$ cat src/rtl/addsub_pkg.sv
// Shared constants and helpers for the pipelined adder/subtractor.
package addsub_pkg;

  // Operation select on the m input.
  localparam logic MODE_ADD = 1'b0;
  localparam logic MODE_SUB = 1'b1;

  // Bit positions of the status flags inside the packed flag register.
  localparam int FLAG_C = 0;
  localparam int FLAG_V = 1;
  localparam int FLAG_Z = 2;
  localparam int FLAG_N = 3;

  // One pipeline stage per CHUNK-bit slice of the carry chain.
  function automatic int calc_stages(input int width, input int chunk);
    return width / chunk;
  endfunction

endpackage

$ cat src/rtl/addsub_slice.sv
// Combinational CHUNK-bit ripple-carry slice.
// cmsb is the carry into the slice MSB, needed for signed overflow detection.
module addsub_slice #(
  parameter int CHUNK = 2
) (
  input  logic [CHUNK-1:0] x,
  input  logic [CHUNK-1:0] y,
  input  logic             cin,
  output logic [CHUNK-1:0] sum,
  output logic             cout,
  output logic             cmsb
);

  logic [CHUNK:0] cc;

  // Ripple the carry through the slice one bit at a time.
  always_comb begin
    cc    = '0;
    sum   = '0;
    cc[0] = cin;
    for (int i = 0; i < CHUNK; i++) begin
      sum[i]   = x[i] ^ y[i] ^ cc[i];
      cc[i+1]  = (x[i] & y[i]) | (cc[i] & (x[i] ^ y[i]));
    end
  end

  assign cout = cc[CHUNK];
  assign cmsb = cc[CHUNK-1];

endmodule

$ cat src/rtl/addsub_pipe.sv
// Pipelined two's-complement adder/subtractor with valid/ready handshake.
// Each stage resolves one CHUNK-bit slice of the carry chain; the last stage
// is the output register and also holds the registered status flags.
module addsub_pipe
  import addsub_pkg::*;
#(
  parameter int WIDTH = 8,
  parameter int CHUNK = 2
) (
  input  logic             clk,
  input  logic             rst,
  input  logic             in_valid,
  output logic             in_ready,
  input  logic [WIDTH-1:0] a,
  input  logic [WIDTH-1:0] b,
  input  logic             m,
  output logic             out_valid,
  input  logic             out_ready,
  output logic [WIDTH-1:0] s,
  output logic             c,
  output logic             v,
  output logic             z,
  output logic             n
);

  localparam int STAGES = calc_stages(WIDTH, CHUNK);
  localparam int L      = STAGES - 1;

  // Reject geometries the slicing cannot express.
  if ((WIDTH % CHUNK) != 0 || WIDTH < 2) begin : g_bad_params
    $error("addsub_pipe: WIDTH must be >= 2 and a multiple of CHUNK");
  end

  logic                          advance;
  logic                          sub;
  logic [STAGES-1:0]             vld_in;
  logic [STAGES-1:0]             vld_q;
  logic [STAGES-1:0][WIDTH-1:0]  x_d, x_q;
  logic [STAGES-1:0][WIDTH-1:0]  y_d, y_q;
  logic [STAGES-1:0]             cy_d, cy_q;
  logic [STAGES-1:0]             cm_d;
  logic [3:0]                    flg_d, flg_q;

  // Global enable: the whole pipe moves unless the head result is blocked.
  assign advance  = !vld_q[L] || out_ready;
  assign in_ready = advance;
  assign sub      = (m == MODE_SUB);

  // x carries resolved sum bits below the current slice and operand A above;
  // y carries the (possibly inverted) operand B; cy is the inter-slice carry.
  for (genvar k = 0; k < STAGES; k++) begin : g_stage
    logic [WIDTH-1:0] xp, yp, xn;
    logic             cin;
    logic [CHUNK-1:0] sum;
    logic             cout, cmsb;

    if (k == 0) begin : g_first
      assign xp        = a;
      assign yp        = b ^ {WIDTH{sub}};
      assign cin       = sub;
      assign vld_in[k] = in_valid;
    end else begin : g_next
      assign xp        = x_q[k-1];
      assign yp        = y_q[k-1];
      assign cin       = cy_q[k-1];
      assign vld_in[k] = vld_q[k-1];
    end

    addsub_slice #(.CHUNK(CHUNK)) u_slice (
      .x    (xp[k*CHUNK +: CHUNK]),
      .y    (yp[k*CHUNK +: CHUNK]),
      .cin  (cin),
      .sum  (sum),
      .cout (cout),
      .cmsb (cmsb)
    );

    // Splice this slice's sum bits into the pass-through vector.
    always_comb begin
      xn                     = xp;
      xn[k*CHUNK +: CHUNK]   = sum;
    end

    assign x_d[k]  = xn;
    assign y_d[k]  = yp;
    assign cy_d[k] = cout;
    assign cm_d[k] = cmsb;
  end

  // Flags are derived from the final slice before being registered with s.
  always_comb begin
    flg_d         = '0;
    flg_d[FLAG_C] = cy_d[L];
    flg_d[FLAG_V] = cm_d[L] ^ cy_d[L];
    flg_d[FLAG_Z] = (x_d[L] == '0);
    flg_d[FLAG_N] = x_d[L][WIDTH-1];
  end

  // Pipeline registers: valid bits shift on advance; data loads only with valid,
  // so s and the flags hold while bubbles pass through.
  always_ff @(posedge clk or posedge rst) begin
    if (rst) begin
      vld_q <= '0;
      x_q   <= '0;
      y_q   <= '0;
      cy_q  <= '0;
      flg_q <= '0;
    end else if (advance) begin
      vld_q <= vld_in;
      for (int k = 0; k < STAGES; k++) begin
        if (vld_in[k]) begin
          x_q[k]  <= x_d[k];
          y_q[k]  <= y_d[k];
          cy_q[k] <= cy_d[k];
        end
      end
      if (vld_in[L]) begin
        flg_q <= flg_d;
      end
    end
  end

  assign out_valid = vld_q[L];
  assign s         = x_q[L];
  assign c         = flg_q[FLAG_C];
  assign v         = flg_q[FLAG_V];
  assign z         = flg_q[FLAG_Z];
  assign n         = flg_q[FLAG_N];

  // Consumed operand bits and the final-stage carry register have no reader.
  logic unused_sink;
  assign unused_sink = ^{y_q, cy_q, cm_d};

endmodule

$ cat config.mk
export PLATFORM = sky130hd
export DESIGN_NAME = addsub_pipe
export DESIGN_NICKNAME = d
export VERILOG_FILES = /design/src/rtl/addsub_pkg.sv /design/src/rtl/addsub_slice.sv /design/src/rtl/addsub_pipe.sv
export SDC_FILE = /design/constraint.sdc
export NUM_CORES = 1
export LEC_CHECK = 0
export BUFFER_PORTS_ARGS = -buffer_cell sky130_fd_sc_hd__buf_4
export CAP_MARGIN = 20
export CORE_ASPECT_RATIO = 0.8
export CORE_MARGIN = 2
export CORE_UTILIZATION = 30
export DETAILED_ROUTE_END_ITERATION = 8
export GPL_TIMING_DRIVEN = 0
export SYNTH_ARGS = -nofsm -noshare
export SYNTH_HDL_FRONTEND = slang
export SYNTH_SLANG_ARGS = --single-unit
$ cat constraint.sdc
create_clock -name clk -period 4.1 [get_ports clk]
set_clock_uncertainty 0.15 [all_clocks]
set_input_delay 0.615 -clock clk [delete_from_list [all_inputs] [get_ports clk]]
set_output_delay 0.615 -clock clk [all_outputs]
set_load 0.005 [all_outputs]
After elaboration in Yosys (flattened, before gate mapping)
Index checks and enable logic that the tools add are counted.

Divide/modulo/power cells: 0. Multipliers: 0. Magnitude comparators: 0. Bitwise operators: 42. Add/sub/neg operators: 0. Shifts and indexed selects: 0. Muxes and demuxes: 0. Reductions and logical operators: 7. Equality and inequality tests: 0.

Operators by type and width (count): 1-bit XOR (17); 1-bit bitwise AND (16); 8-bit zero test (1); 1-bit OR (8); 2-bit AND reduction (4); 8-bit XOR (1); 1-bit zero test (1); 1-bit logical OR (1).

ROM bits: 0. Output and inout port bits: 14. RAM bits: 0. Memories kept: 0. Register bits after elaboration: 67. Bits in latches: 0.

Longest topological paths before layout
Depth after elaboration: 6. Mapped depth: 6.

By module
From an unflattened synthesis, not the netlist that was laid out.

Cell total of the unflattened synthesis: 151. Area total of the unflattened synthesis: 2319.7 um^2.

By module, submodules not included: addsub_pipe (area an instance 2159.6 um^2, cells an instance 143, times used 1, seq. area each 1351.3 um^2); addsub_slice (area an instance 40.0 um^2, cells an instance 2, times used 4, seq. area each 0.0 um^2).

Worst setup path after synthesis
OpenSTA, ideal clock, no wires.

Path kind: reg-to-reg. Start: register cy_q[2]. End: register flg_q[2]. Path buffers: 0. Cell stages (with the launch flop): 7. Slack: 2.112 ns. Clock period less this slack: 1.988 ns. Required time: 3.822 ns. Arrival: 1.711 ns. Path through: dfrtp_1 inv_1 fa_1 fa_1 nand2_1 nor4_2 mux2_1.

Word-level cells in the longest chain between the ends: 4. Elaborated cells on any way between the ends: 5. Those cells by class: bitwise (4); reduce/logical (1).

RTL lines: start: declaration (line addsub_pipe.sv:40) `logic [STAGES-1:0] cy_d, cy_q;`; start signal: indexed assignment (line addsub_pipe.sv:114) `cy_q[k] <= cy_d[k];`; 1-bit bitwise AND (line addsub_slice.sv:23) `cc[i+1] = (x[i] & y[i]) | (cc[i] & (x[i] ^ y[i]));`; 1-bit OR (line addsub_slice.sv:23); 1-bit XOR (line addsub_slice.sv:22) `sum[i] = x[i] ^ y[i] ^ cc[i];`; 8-bit zero test * (line addsub_pipe.sv:95) `flg_d[FLAG_Z] = (x_d[L] == '0);`; end signal: assignment (line addsub_pipe.sv:118) `flg_q <= flg_d;`; end: declaration (line addsub_pipe.sv:42) `logic [3:0] flg_d, flg_q;`.

Every way passes the cells marked *; elsewhere a longest branch is shown, timed or not. A chain may end at the register's enable or synchronous reset.

Worst setup path after layout
Start: input out_ready. End: output in_ready.

Word-level cells in the longest chain between the ends: 1.

RTL lines: start: declaration (line addsub_pipe.sv:18) `input logic out_ready,`; 1-bit logical OR (line addsub_pipe.sv:45) `assign advance = !vld_q[L] || out_ready;`; end: declaration (line addsub_pipe.sv:13) `output logic in_ready,`.

No other way between the ends.

==> impl_metrics.py <==
metrics = {
    "power": {
        "combPwrFrac_pct": 38.4,
        "irDropWorstVdd_v": 0.000191,
        "p_sw_share_pct": 33.0,
        "power_leakage_nw": 1.29,
        "p_per_area_nw_per_um2": 688,
        "clkPwrFrac_pct": 14.8,
        "p_seq_share_pct": 46.8,
        "p_switching_w": 0.000641,
        "internal_power_w": 0.00130,
    },
    "clocking": {
        "cts.sinks": 54,
        "root_buffer": "clkbuf_8",
        "cts_buffers": 5,
        "htree_levels": 2,
        "postCtsSetupBuffers": 0,
        "cts_tree": "built",
        "cts_buffer_depth": 2,
        "clkTransAtPathRegs_ps": 90,
        "insertion_delay_ps": 300,
        "ctsHoldBuffers": 0,
        "cts_resized": 0,
    },
    "finish": {
        "layout-drive-gt1-share_pct": 37.7,
        "layout_commonest_cell": "dfrtp_1",
        "final_cell_mix": "54 x dfrtp_1, 34 x buf_4, 29 x mux2_2",
        "nNetsFinal": 250,
        "final_core_util_pct": 37.7,
        "antenna_cells": 0,
        "syn_to_final_growth_pct": 20.7,
        "fill_cells": 776,
    },
    "route": {
        "firstDrtPassIters": 4,
        "via_count": 1391,
        "wl_per_cell_um": 12.0,
        "drc": 0,
        "finalWirelength_mm": 3.95,
        "first_iter_violations": 84,
        "postRouteAntennaNets": 0,
        "vias_per_cell": 4.24,
    },
    "critical_path": {
        "cp.required_ps": 3340,
        "r2r_slack_ps": 1990,
        "critPathLaunchType": "input pin",
        "endpoint_kind": "primary output",
        "critPathKind": "input pin to primary output",
        "critPathMaxFanout": 10,
        "cp.arrival_ps": 1460,
        "ff2ff_path_depth": 6,
    },
    "synthesis": {
        "synth_top_area_share_pct": 57.7,
        "synth-seq-cells": 54,
        "avgSynthCellArea_um2": 12.9,
        "synth_warnings": 0,
        "synth_edf_count": 0,
        "syn_area_um2": 2340,
        "synth_cells": 181,
        "async_flop_share_pct": 100,
        "synth_ff_type": "dfrtp_1",
        "syn_nets": 209,
        "synth_top_cell_by_area": "dfrtp_1",
        "synth_area_leaders": "dfrtp_1 58%, mux2_2 14%, fa_1 6.0%",
        "synth-seq-area-share_pct": 57.7,
        "synthDistinctLibCells": 22,
    },
    "timing": {
        "drv_slew": 0,
        "setup-tns-final_ps": 0,
        "whs_ps": 110,
        "period_share_pct": 54.3,
        "relSlewSlack_pct": 72.5,
        "rsz0062_at_grt": "false",
        "finalSetupViolCount": 0,
        "tightest_slew_ps": 412,
        "layout_min_cycle_time_ps": 2230,
        "layout_setup_ws_ps": 1870,
        "max_freq_ghz": 0.449,
        "hold_violations": 0,
    },
    "grt": {
        "grt_remaining_overflow": 0,
        "grt_usage_pct": 10.0,
        "antenna_found_initial": 0,
        "grt_max_degree": 43,
        "grt_pass1_vias": 1411,
        "grt_pass1_wl_mm": 6.73,
    },
    "job": {
        "cap_viol_max_count": 0,
    },
    "floorplanning": {
        "fp.coreArea_um2": 7500,
        "rows": 28,
        "die_w_um": 103,
        "start_util_pct": 31.2,
        "ios": 35,
        "die_area_um2": 8530,
        "dieHeight_um": 83.0,
    },
    "placed_design": {
        "hpwl_mm": 2.94,
        "routabilityCongestion": 0.700,
        "pre_cts_slack_ps": 1870,
        "io_buffers": 33,
    },
    "worst_hold_path": {
        "min_path_type": "input pin to async pin",
    },
    "run_status": {
        "status": "finished clean",
    },
}
power groups by stage:
| stage | Clock, W | Sequential [W] | Combinational [W] |
|---|---|---|---|
| global route | 0.000327 | 0.000942 | 0.000852 |
| finish | 0.000288 | 0.000910 | 0.000747 |
| global placement | 0 | 0.000916 | 0.000742 |
| floorplan | 0 | 0.000885 | 0.000533 |
| CTS | 0.000300 | 0.000911 | 0.000765 |
| detailed placement | 0 | 0.000923 | 0.000765 |
layer usage:
metal,global-route usage [%],part of all wire [%],up-vias
li1,-,-,679
met1,15.4,54,677
met2,13.1,40,33
met3,3.96,5.6,2
met4,2.51,0.66,0
met5,0,0,-
cell families after synthesis:
| logic type | synth area share, % |
|---|---|
| DFF | 57.7 |
| buffers and inverters | 5.50 |
| AOI/OAI and AO/OA | 6.95 |
| and+or+nand+nor | 3.90 |
| adders and majority gates | 5.99 |
| xor gates and xnor gates | 3.37 |
| muxes | 16.6 |
path summary, 6_finish.rpt:
check | start | to
setup / recovery | out_ready | in_ready
hold / removal | rst | s[0]
setup reg to reg | cy_q[2] | flg_q[2]
hold reg to reg | flg_q[2] | flg_q[2]
max in group asynchronous | rst | g_stage[3].yp[7]
min in group clk | flg_q[2] | flg_q[2]
worst max-delay path, cell delays in order:
cell and delay (ps):
buf_4 80, nand2b_4 140, buf_2 220, buf_2 260, buf_4 140
synthesized netlist by cell type, types with 3 or more instances:
library cell	instances
a21oi_1	18
mux2i_1	5
o21ai_1	4
dfrtp_1	54
fa_1	7
nand3_1	4
nand2_1	4
xnor2_1	6
xor2_1	3
mux2_2	29
a31oi_1	6
buf_2	7
inv_1	22
o21ai_0	3
registers in the layout, indices dropped and copies added (netlist names):
signal      count
vld_q           4
g_stage.yp     12
cy_q            3
g_stage.xp     24
flg_q           3
s               8
stage by stage:
stage / instance area [um^2] / std cells / power, W
detailed placement: 2740 / 320 / 0.00169
floorplan: 2340 / 181 / 0.00142
CTS: 2830 / 328 / 0.00198
global placement: 2720 / 319 / 0.00166
finish: 2830 / 328 / 0.00195
global route: 2830 / 328 / 0.00212
cell type report:
cell class                 count  area, um^2  share of cell area, %
clock inverter                 2        13.8                  0.487
inverter                      22        82.6                   2.92
timing repair buffer          34         268                   9.47
multi-input combinational     96         861                   30.5
buffer                         9        46.3                   1.64
tap                          105         131                   4.65
clock buffer                   6        72.6                   2.57
sequential                    54        1350                   47.8
Note: power is estimated with default switching activity, not from simulation.
